==> config.mk <==
export PLATFORM = sky130hd
export DESIGN_NAME = circuito_gravacao
export DESIGN_NICKNAME = d
export VERILOG_FILES = /design/src/rtl/circuito_gravacao.sv
export SDC_FILE = /design/constraint.sdc
export NUM_CORES = 1
export LEC_CHECK = 0
export BUFFER_PORTS_ARGS = -buffer_cell sky130_fd_sc_hd__buf_4
export CAP_MARGIN = 30
export CORE_UTILIZATION = 55
export DETAILED_ROUTE_END_ITERATION = 7
export MAX_ROUTING_LAYER = met4
export PLACE_DENSITY = 0.8
export SETUP_SLACK_MARGIN = 0.2
export SLEW_MARGIN = 20
export SYNTH_ARGS = -nofsm -noshare
export SYNTH_HDL_FRONTEND = slang
export SYNTH_HIERARCHICAL = 1
export SYNTH_SLANG_ARGS = --single-unit
==> constraint.sdc <==
create_clock -name clock -period 3.4 [get_ports clock]
set_clock_uncertainty 0.1 [all_clocks]
set_input_delay 0.68 -clock clock [delete_from_list [all_inputs] [get_ports clock]]
set_output_delay 0.68 -clock clock [all_outputs]
set_load 0.01 [all_outputs]
==> src/rtl/circuito_gravacao.sv <==
// Key-press recorder: stores each press of chaves into a 16x4 RAM.
// Control FSM walks register -> write -> increment -> wait-for-release.

// Hex digit to active-low 7-segment pattern (gfedcba).
module hexa7seg (
    input  logic [3:0] hexa,
    output logic [6:0] display
);

    // Pure lookup; every 4-bit code has a glyph.
    always_comb begin
        display = 7'b1111111;
        case (hexa)
            4'h0: display = 7'b1000000;
            4'h1: display = 7'b1111001;
            4'h2: display = 7'b0100100;
            4'h3: display = 7'b0110000;
            4'h4: display = 7'b0011001;
            4'h5: display = 7'b0010010;
            4'h6: display = 7'b0000010;
            4'h7: display = 7'b1111000;
            4'h8: display = 7'b0000000;
            4'h9: display = 7'b0010000;
            4'hA: display = 7'b0001000;
            4'hB: display = 7'b0000011;
            4'hC: display = 7'b1000110;
            4'hD: display = 7'b0100001;
            4'hE: display = 7'b0000110;
            4'hF: display = 7'b0001110;
            default: display = 7'b1111111;
        endcase
    end

endmodule

module circuito_gravacao #(
    parameter int ADDR_W = 4,
    parameter int DATA_W = 4
) (
    input  logic       clock,
    input  logic       reset,
    input  logic       iniciar,
    input  logic [3:0] chaves,
    output logic       pronto,
    output logic       db_escrita,
    output logic       db_iniciar,
    output logic [6:0] db_contagem,
    output logic [6:0] db_memoria,
    output logic [6:0] db_jogada,
    output logic [6:0] db_chaves,
    output logic [6:0] db_estado
);

    typedef enum logic [3:0] {
        inicial       = 4'h0,
        preparacao    = 4'h1,
        espera        = 4'h2,
        registra      = 4'h3,
        grava         = 4'h4,
        proximo       = 4'h5,
        aguarda_solta = 4'h6,
        fim           = 4'hF
    } state_t;

    localparam int DEPTH = 2 ** ADDR_W;

    state_t              estado;
    state_t              proximo_estado;
    logic [ADDR_W-1:0]   contagem;
    logic [DATA_W-1:0]   jogada;
    logic [DATA_W-1:0]   mem [DEPTH];
    logic [DATA_W-1:0]   leitura;
    logic [3:0]          contagem_ext;
    logic [3:0]          estado_code;
    logic                fim_c;
    logic                tem_jogada;
    logic                zera_c;
    logic                zera_r;
    logic                registra_r;
    logic                conta_c;
    logic                escrita;

    assign fim_c      = (contagem == ADDR_W'(DEPTH - 1));
    assign tem_jogada = (chaves != 4'h0);

    // State register; reset returns to inicial.
    always_ff @(posedge clock or posedge reset) begin
        if (reset) estado <= inicial;
        else       estado <= proximo_estado;
    end

    // Next-state and Moore control outputs.
    always_comb begin
        proximo_estado = inicial;
        zera_c         = 1'b0;
        zera_r         = 1'b0;
        registra_r     = 1'b0;
        conta_c        = 1'b0;
        escrita        = 1'b0;
        pronto         = 1'b0;
        case (estado)
            inicial: begin
                proximo_estado = iniciar ? preparacao : inicial;
            end
            preparacao: begin
                zera_c         = 1'b1;
                zera_r         = 1'b1;
                proximo_estado = espera;
            end
            espera: begin
                proximo_estado = tem_jogada ? registra : espera;
            end
            registra: begin
                registra_r     = 1'b1;
                proximo_estado = grava;
            end
            grava: begin
                escrita        = 1'b1;
                proximo_estado = fim_c ? fim : proximo;
            end
            proximo: begin
                conta_c        = 1'b1;
                proximo_estado = aguarda_solta;
            end
            aguarda_solta: begin
                proximo_estado = tem_jogada ? aguarda_solta : espera;
            end
            fim: begin
                pronto         = 1'b1;
                proximo_estado = iniciar ? preparacao : fim;
            end
            default: begin
                proximo_estado = inicial;
            end
        endcase
    end

    // Address counter; never wraps since the last entry skips proximo.
    always_ff @(posedge clock or posedge reset) begin
        if (reset)        contagem <= '0;
        else if (zera_c)  contagem <= '0;
        else if (conta_c) contagem <= contagem + 1'b1;
    end

    // Data register holding the press captured in registra.
    always_ff @(posedge clock or posedge reset) begin
        if (reset)           jogada <= '0;
        else if (zera_r)     jogada <= '0;
        else if (registra_r) jogada <= DATA_W'(chaves);
    end

    // Register-file RAM; cleared only by reset, not by preparacao.
    always_ff @(posedge clock or posedge reset) begin
        if (reset) begin
            for (int i = 0; i < DEPTH; i++) mem[i] <= '0;
        end else if (escrita) begin
            mem[contagem] <= jogada;
        end
    end

    // Asynchronous read of the current address for the debug display.
    always_comb begin
        leitura = mem[contagem];
    end

    // Counter value zero-extended to a single hex digit.
    always_comb begin
        contagem_ext                = 4'h0;
        contagem_ext[ADDR_W-1:0]    = contagem;
    end

    assign estado_code = estado;
    assign db_escrita  = escrita;
    assign db_iniciar  = iniciar;

    hexa7seg u_hex_contagem (.hexa(contagem_ext),   .display(db_contagem));
    hexa7seg u_hex_memoria  (.hexa(4'(leitura)),    .display(db_memoria));
    hexa7seg u_hex_jogada   (.hexa(4'(jogada)),     .display(db_jogada));
    hexa7seg u_hex_chaves   (.hexa(chaves),         .display(db_chaves));
    hexa7seg u_hex_estado   (.hexa(estado_code),    .display(db_estado));

endmodule

==> results of run 1 <==
[state kept, by name, summed over array words and instances, names as in the netlist]
register  flops
mem          64
estado        4
jogada        4
contagem      4
[cells by family after synthesis]
group	count (synthesis)
compound gates	55
xor+xnor	1
fa+ha+maj	39
buf+inv	47
flops	76
mux	111
simple gates	87
[how the worst max path moves through the flow]
stage	start	end	depth (start not counted)
floorplan	contagem[0]	db_memoria[0]	10
global placement	contagem[0]	db_memoria[0]	9
detailed placement	contagem[0]	db_memoria[3]	8
CTS	contagem[0]	db_memoria[0]	10
global route	contagem[0]	db_memoria[3]	8
finish	contagem[0]	db_memoria[3]	8
[worst reg2reg max path, stage by stage, from the launching register on]
cell and delay (ns):
dfrtp_1 0.66, nor4b_4 0.84, buf_4 0.38, nand3_1 0.26, mux2_2 0.36
[layout by cell type (no fill, tap or decap), types with 15 or more instances in the layout]
cell type and instances:
buf_4 72, dfrtp_1 74, ha_1 37, inv_1 15
mux2_2 65, mux2i_1 21, mux4_2 16, nand2_1 17
nor2_1 24, o21ai_0 20
[layer usage]
metal | vias to the layer above | wire, microns
met2 | 106 | 5520
met4 | 0 | 238
met1 | 1807 | 4800
met3 | 21 | 493
li1 | 1647 | -
met5 | - | 0
[timing repair]
| action | in CTS | in global routing |
|---|---|---|
| resized for setup | 15 | 10 |
| pin swaps | 10 | 7 |
| setup endpoints to repair | 8 | 7 |
| cloned | 0 | 1 |
| hold endpoints to repair | 0 | 0 |
| setup buffers | 12 | 3 |
| hold buffers | 0 | 0 |
[power breakdown]
group          internal, mW  switching (mW)
logic                  1.54            1.48
registers              1.08           0.236
clock network         0.583           0.321
[stage by stage]
step                      setup slack [ns]  utilization  instances  TNS [ns]  instance area [sq um]
after global placement              0.0804        0.633        561         0                   5580
after detailed placement            0.0105        0.633        561         0                   5580
final                               -0.109        0.687        593    -0.303                   6050
after floorplan                      0.183            -        416         0                   5120
after global routing                -0.190        0.687        593    -0.931                   6050
after CTS                          -0.0977        0.680        589    -0.233                   5990
[cell type report]
class / instances / area, sq um / area share
Tap cell: 108 / 135 / 0.0223
Sequential cell: 76 / 1910 / 0.315
Clock inverter: 4 / 120 / 0.0198
Multi-Input combinational cell: 294 / 3010 / 0.497
Timing Repair Buffer: 79 / 662 / 0.109
Clock buffer: 12 / 145 / 0.0240
Inverter: 20 / 75.1 / 0.0124
==> impl_metrics.tcl, run 1 <==
set metrics [dict create \
    async_reset_ff_frac 1.00 \
    cp_slowest_cell "mux4_2" \
    rsz0062_at_grt "yes" \
    synth.avg_cell_area_sq_um 12.2 \
    place_hpwl_microns 7290 \
    grt_pass1_wl_microns 17900 \
    io_buffers 44 \
    synth_area_sq_um 5070 \
    ys_dominant_reg_cell "dfrtp_1" \
    required_ns 2.62 \
    grt.met1_usage 0.317 \
    fillCellCount 592 \
    leakage_nw 2.88 \
    yosys.area_share.simple 0.112 \
    finalCritPeriodShare 1.03 \
    synth_compound_area_frac 0.0735 \
    yosysTopAreaCellShare 0.375 \
    cpMostUsedCell "buf_4" \
    r2r_slack_ns 0.69 \
    grt_max_degree 44 \
    num_rows 34 \
    violations "DRC, setup timing" \
    grtUsageTotal 0.247 \
    clock-sinks 76 \
    finalSetupViolations 5 \
    endpoint_kind "output pin" \
    initial_core_util 0.576 \
    vias 3581 \
    p_per_area_nw_per_um2 865 \
    synthDistinctLibCells 43 \
    timing_worst_setup_path_type "reg2out" \
    avgRoutedWirePerCell_microns 18.6 \
    syn-num-nets 462 \
    drive_above_1_share 0.449 \
    max_freq_mhz 285 \
    crit_family "multiplexers" \
    drtIter0Drc 252 \
    overflow 0 \
    synthAdderAreaFrac 0.0962 \
    drv_cap 0 \
    yosysMostFrequentCell "dfrtp_1" \
    finalCriticalPeriod_ns 3.51 \
    die_area_sq_um 9610 \
    die_x_microns 98.0 \
    cts_made_buffers 9 \
    total_power_mw 5.24 \
    yosys_warnings 6 \
    rr_startpoint "estado[3]" \
    finalWirelength_microns 11100 \
    via_per_inst 6.04 \
    area_growth_pct 19.3 \
    globalRouteMet2Util 0.408 \
    worstMarginPinSlew_ns 0.867 \
    cts_root_buffer "clkbuf_8" \
    cts_tree "done" \
    whs_ns 0.367 \
    gp_congestion 0.898 \
    post-route-drc-count 5 \
    hp-class "in2async" \
    core_area_sq_um 8810 \
    critical_path_peak_fanout 6 \
    path_buf_inv 3 \
    synth_cells 416 \
    synth_edf_count 0 \
    critical-path-max-stage-delay_ns 0.52 \
    clock_latency_ns 0.35 \
    h-tree-depth 3 \
    slew_violations 0 \
    synth_top_area_cell "dfrtp_1" \
    antenna_found_initial 0 \
    crit_path_start_kind "register" \
    grt_pass1_vias 3523 \
    hold_viol_final 0 \
    synth_xor_area_frac 0.00173 \
    crit_chain "buf_8, mux4_2, a22oi_2, nand2_1, buf_4, ha_1, mux4_1, buf_4" \
    maxSlewHeadroom 0.419 \
    cp.arrival_ns 2.73 \
    clkTransAtPathRegs_ns 0.07 \
    r2r.worst_path.cells 4 \
    dr.pass1.iters 8 \
    ir_worst_vdd_v 0.000369 \
    ys_seq_area_frac 0.375 \
    status "finished with violations" \
    postRouteAntennaNets 0 \
    synth_top_family_by_area "multiplexers" \
    fin_nets 526 \
    dieHeight_microns 98.0 \
    grt.busiest_layer "met2" \
    synth_common_cells "dfrtp_1, mux2_2, ha_1" \
    synth-seq-cells 76 \
    timing.rr.end "mem[27]" \
    grt_use_met3 0.0236 \
    synth.area.top_cells "dfrtp_1, mux2_2, ha_1" \
    diodes 0 \
    synth.mux.area_fraction 0.293 \
    ioPinCount 45 \
    cts.path.max_buffers 2 \
    worst_slack_ns -0.109 \
]
(Power assumes the default switching activity.)
==> run 2, diff against run 1 <==
--- a/config.mk
+++ b/config.mk
@@ -7,7 +7,7 @@
 export LEC_CHECK = 0
 export BUFFER_PORTS_ARGS = -buffer_cell sky130_fd_sc_hd__buf_4
 export CAP_MARGIN = 30
-export CORE_UTILIZATION = 55
+export CORE_UTILIZATION = 54
 export DETAILED_ROUTE_END_ITERATION = 7
 export MAX_ROUTING_LAYER = met4
 export PLACE_DENSITY = 0.8
@@ -15,5 +15,4 @@
 export SLEW_MARGIN = 20
 export SYNTH_ARGS = -nofsm -noshare
 export SYNTH_HDL_FRONTEND = slang
-export SYNTH_HIERARCHICAL = 1
 export SYNTH_SLANG_ARGS = --single-unit
==> impl_metrics.tcl, run 2 <==
set metrics [dict create \
    ir_worst_vdd_v 0.000274 \
    synth_area_sq_um 4740 \
    r2r_slack_ns 0.89 \
    finalSetupViolations 7 \
    synth.area.top_cells "dfrtp_1, mux2_2, ha_1" \
    gp_congestion 0.896 \
    regMostFlops "mem" \
    switching_share 0.389 \
    leakage_nw 2.65 \
    mostFrequentLayoutCells "dfrtp_1, buf_4, mux2_2, nand2_1, nor2_1" \
    drive_above_1_share 0.379 \
    ioPinCount 45 \
    timing_worst_setup_path_type "reg2out" \
    synth_cells 428 \
    multi_input_area_sq_um 2720 \
    avgRoutedWirePerCell_microns 19.2 \
    dp_slack_ns 0.185 \
    initial_core_util 0.568 \
    fin_nets 525 \
    via_per_inst 6.18 \
    timing.rr.end "mem[32]" \
    h-tree-depth 3 \
    drv_cap 0 \
    diodes 0 \
    critical_path_peak_fanout 11 \
    clock_latency_ns 0.35 \
    r2r.worst_path.cells 5 \
    p_per_area_nw_per_um2 712 \
    area_growth_pct 19.9 \
    yosys_warnings 0 \
    synth-seq-cells 76 \
    p_comb_frac 0.533 \
    grt_max_degree 37 \
    dp.cells 562 \
    finalCritPeriodShare 1.03 \
    p_int_mw 2.47 \
    die_x_microns 95.7 \
    status "finished with violations" \
    worst_slack_ns -0.106 \
    slew_violations 0 \
    synth_edf_count 0 \
    power_switching_mw 1.57 \
    yosysTopAreaCellShare 0.401 \
    antenna_found_initial 0 \
    drtIter0Drc 321 \
    max_freq_mhz 285 \
    clkPwrFrac 0.186 \
    post-route-drc-count 0 \
    endpoint_kind "output pin" \
    hp-class "in2async" \
    crit_path_start_kind "register" \
    rsz0062_at_grt "yes" \
    io_buffers 44 \
    final_util 0.681 \
    p_seq_frac 0.281 \
    cp.arrival_ns 2.73 \
    syn-num-nets 465 \
    ys_dominant_reg_cell "dfrtp_1" \
    whs_ns 0.190 \
    grt_pass1_wl_microns 18200 \
    clock-sinks 76 \
    grt_pass1_vias 3605 \
    synth_top_area_cell "dfrtp_1" \
    die_area_sq_um 9150 \
    rr_startpoint "estado[3]" \
    yosysMostFrequentCell "dfrtp_1" \
    dieHeight_microns 95.7 \
    hold_viol_final 0 \
    overflow 0 \
    finalWirelength_microns 11500 \
    num_rows 33 \
    dr.pass1.iters 5 \
    finalCriticalPeriod_ns 3.51 \
    final_common_cell "dfrtp_1" \
    ys_seq_area_frac 0.401 \
    largest_register_ffs 64 \
    final.setup.tns_ns -0.407 \
    violations "setup timing" \
    synth_common_cells "dfrtp_1, mux2_2, nand2_1" \
    async_reset_ff_frac 1.00 \
    area.sequential_sq_um 1900 \
    maxSlewHeadroom 0.579 \
    fin_cells 598 \
    ctsHoldBuffers 0 \
    cts.path.max_buffers 2 \
    cts_tree "done" \
    postRouteAntennaNets 0 \
    fillCellCount 587 \
    place_hpwl_microns 7430 \
    grtUsageTotal 0.276 \
    vias 3695 \
    synthDistinctLibCells 45 \
    cts_root_buffer "clkbuf_8" \
    worstMarginPinSlew_ns 0.632 \
    clkTransAtPathRegs_ns 0.08 \
    required_ns 2.62 \
    synth.avg_cell_area_sq_um 11.1 \
    cts_made_buffers 9 \
    core_area_sq_um 8340 \
]
-- run 2: cell count changes in the layout (fill, tap and decap cells not counted), sizes merged, moves of 5 or more --
cell	before	now
nor2	26	31
ha	39	30
buf	79	74
or3b	6	1
o21ai	22	29
nor2b	3	10
a21oi	5	15
nand3	17	9
mux2i	21	15
mux2	69	58
nand2	21	39
-- run 2: area by class of cell --
cell class              instances  area share
repair buffers                 74       0.112
multi-input cells             308       0.479
inverters                      19      0.0134
well taps                     105      0.0231
clock buffers                  10      0.0225
clock inverters                 6      0.0152
flip-flops and latches         76       0.335
-- run 2: how the worst max path moves through the flow --
stage,from,end,slack (ns),cells after the start
6_report,contagem[0],db_memoria[0],-0.11,8
5_1_grt,contagem[0],db_memoria[0],-0.17,8
4_1_cts,contagem[0],db_memoria[6],0.02,8
3_5_place_dp,contagem[0],db_memoria[1],0.18,10
3_3_place_gp,contagem[0],db_memoria[1],0.26,10
2_1_floorplan,contagem[0],db_memoria[1],0.26,10
-- run 2: logic make-up (layout without fill, tap and decap cells) --
family	after synthesis	count (layout)	share of synthesized area
adders and majority gates	30	30	0.0792
xor gates and xnor gates	1	1	0.00185
AOI/OAI and AO/OA	79	79	0.108
muxes	91	91	0.263
and+or+nand+nor	106	107	0.104
DFF	76	76	0.401
buffers and inverters	45	109	0.0420
-- run 2: power groups by stage --
| stage | clock [mW] | combinational [mW] | sequential, mW |
|---|---|---|---|
| floorplan | 0 | 1.23 | 1.09 |
| global placement | 0 | 1.75 | 1.15 |
| detailed placement | 0 | 1.79 | 1.16 |
| CTS | 0.756 | 2.05 | 1.15 |
| global route | 0.804 | 2.34 | 1.15 |
| finish | 0.753 | 2.15 | 1.14 |
-- run 2: critical path, stage by stage (launching register included) --
cell and delay [ns]:
dfrtp_2 0.45, buf_4 0.16, buf_16 0.13, mux4_2 0.56, a22oi_2 0.31, nand2_2 0.20, nor3b_1 0.21, a211oi_2 0.19
buf_4 0.14
-- run 2: per-layer routing --
layer  vias to the layer above  GRT usage  part of all wire
met2                       142      0.451              0.50
li1                       1662          -                 -
met4                         0      0.112             0.040
met1                      1846      0.328              0.40
met5                         -          -                 0
met3                        45     0.0662             0.059
-- run 2: what timing repair did --
action                     CTS  global route
hold endpoints to repair     0             0
gates cloned                 3             0
setup buffers               14             2
setup endpoints to repair    7             7
gates resized for setup     28             5
pin swaps                   10             5
-- run 2: through the flow --
| step | total power [mW] | area (sq um) |
|---|---|---|
| final | 4.05 | 5680 |
| after global routing | 4.30 | 5680 |
| after CTS | 3.95 | 5630 |
| after detailed placement | 2.95 | 5170 |
| after global placement | 2.90 | 5170 |
| after floorplan | 2.32 | 4740 |
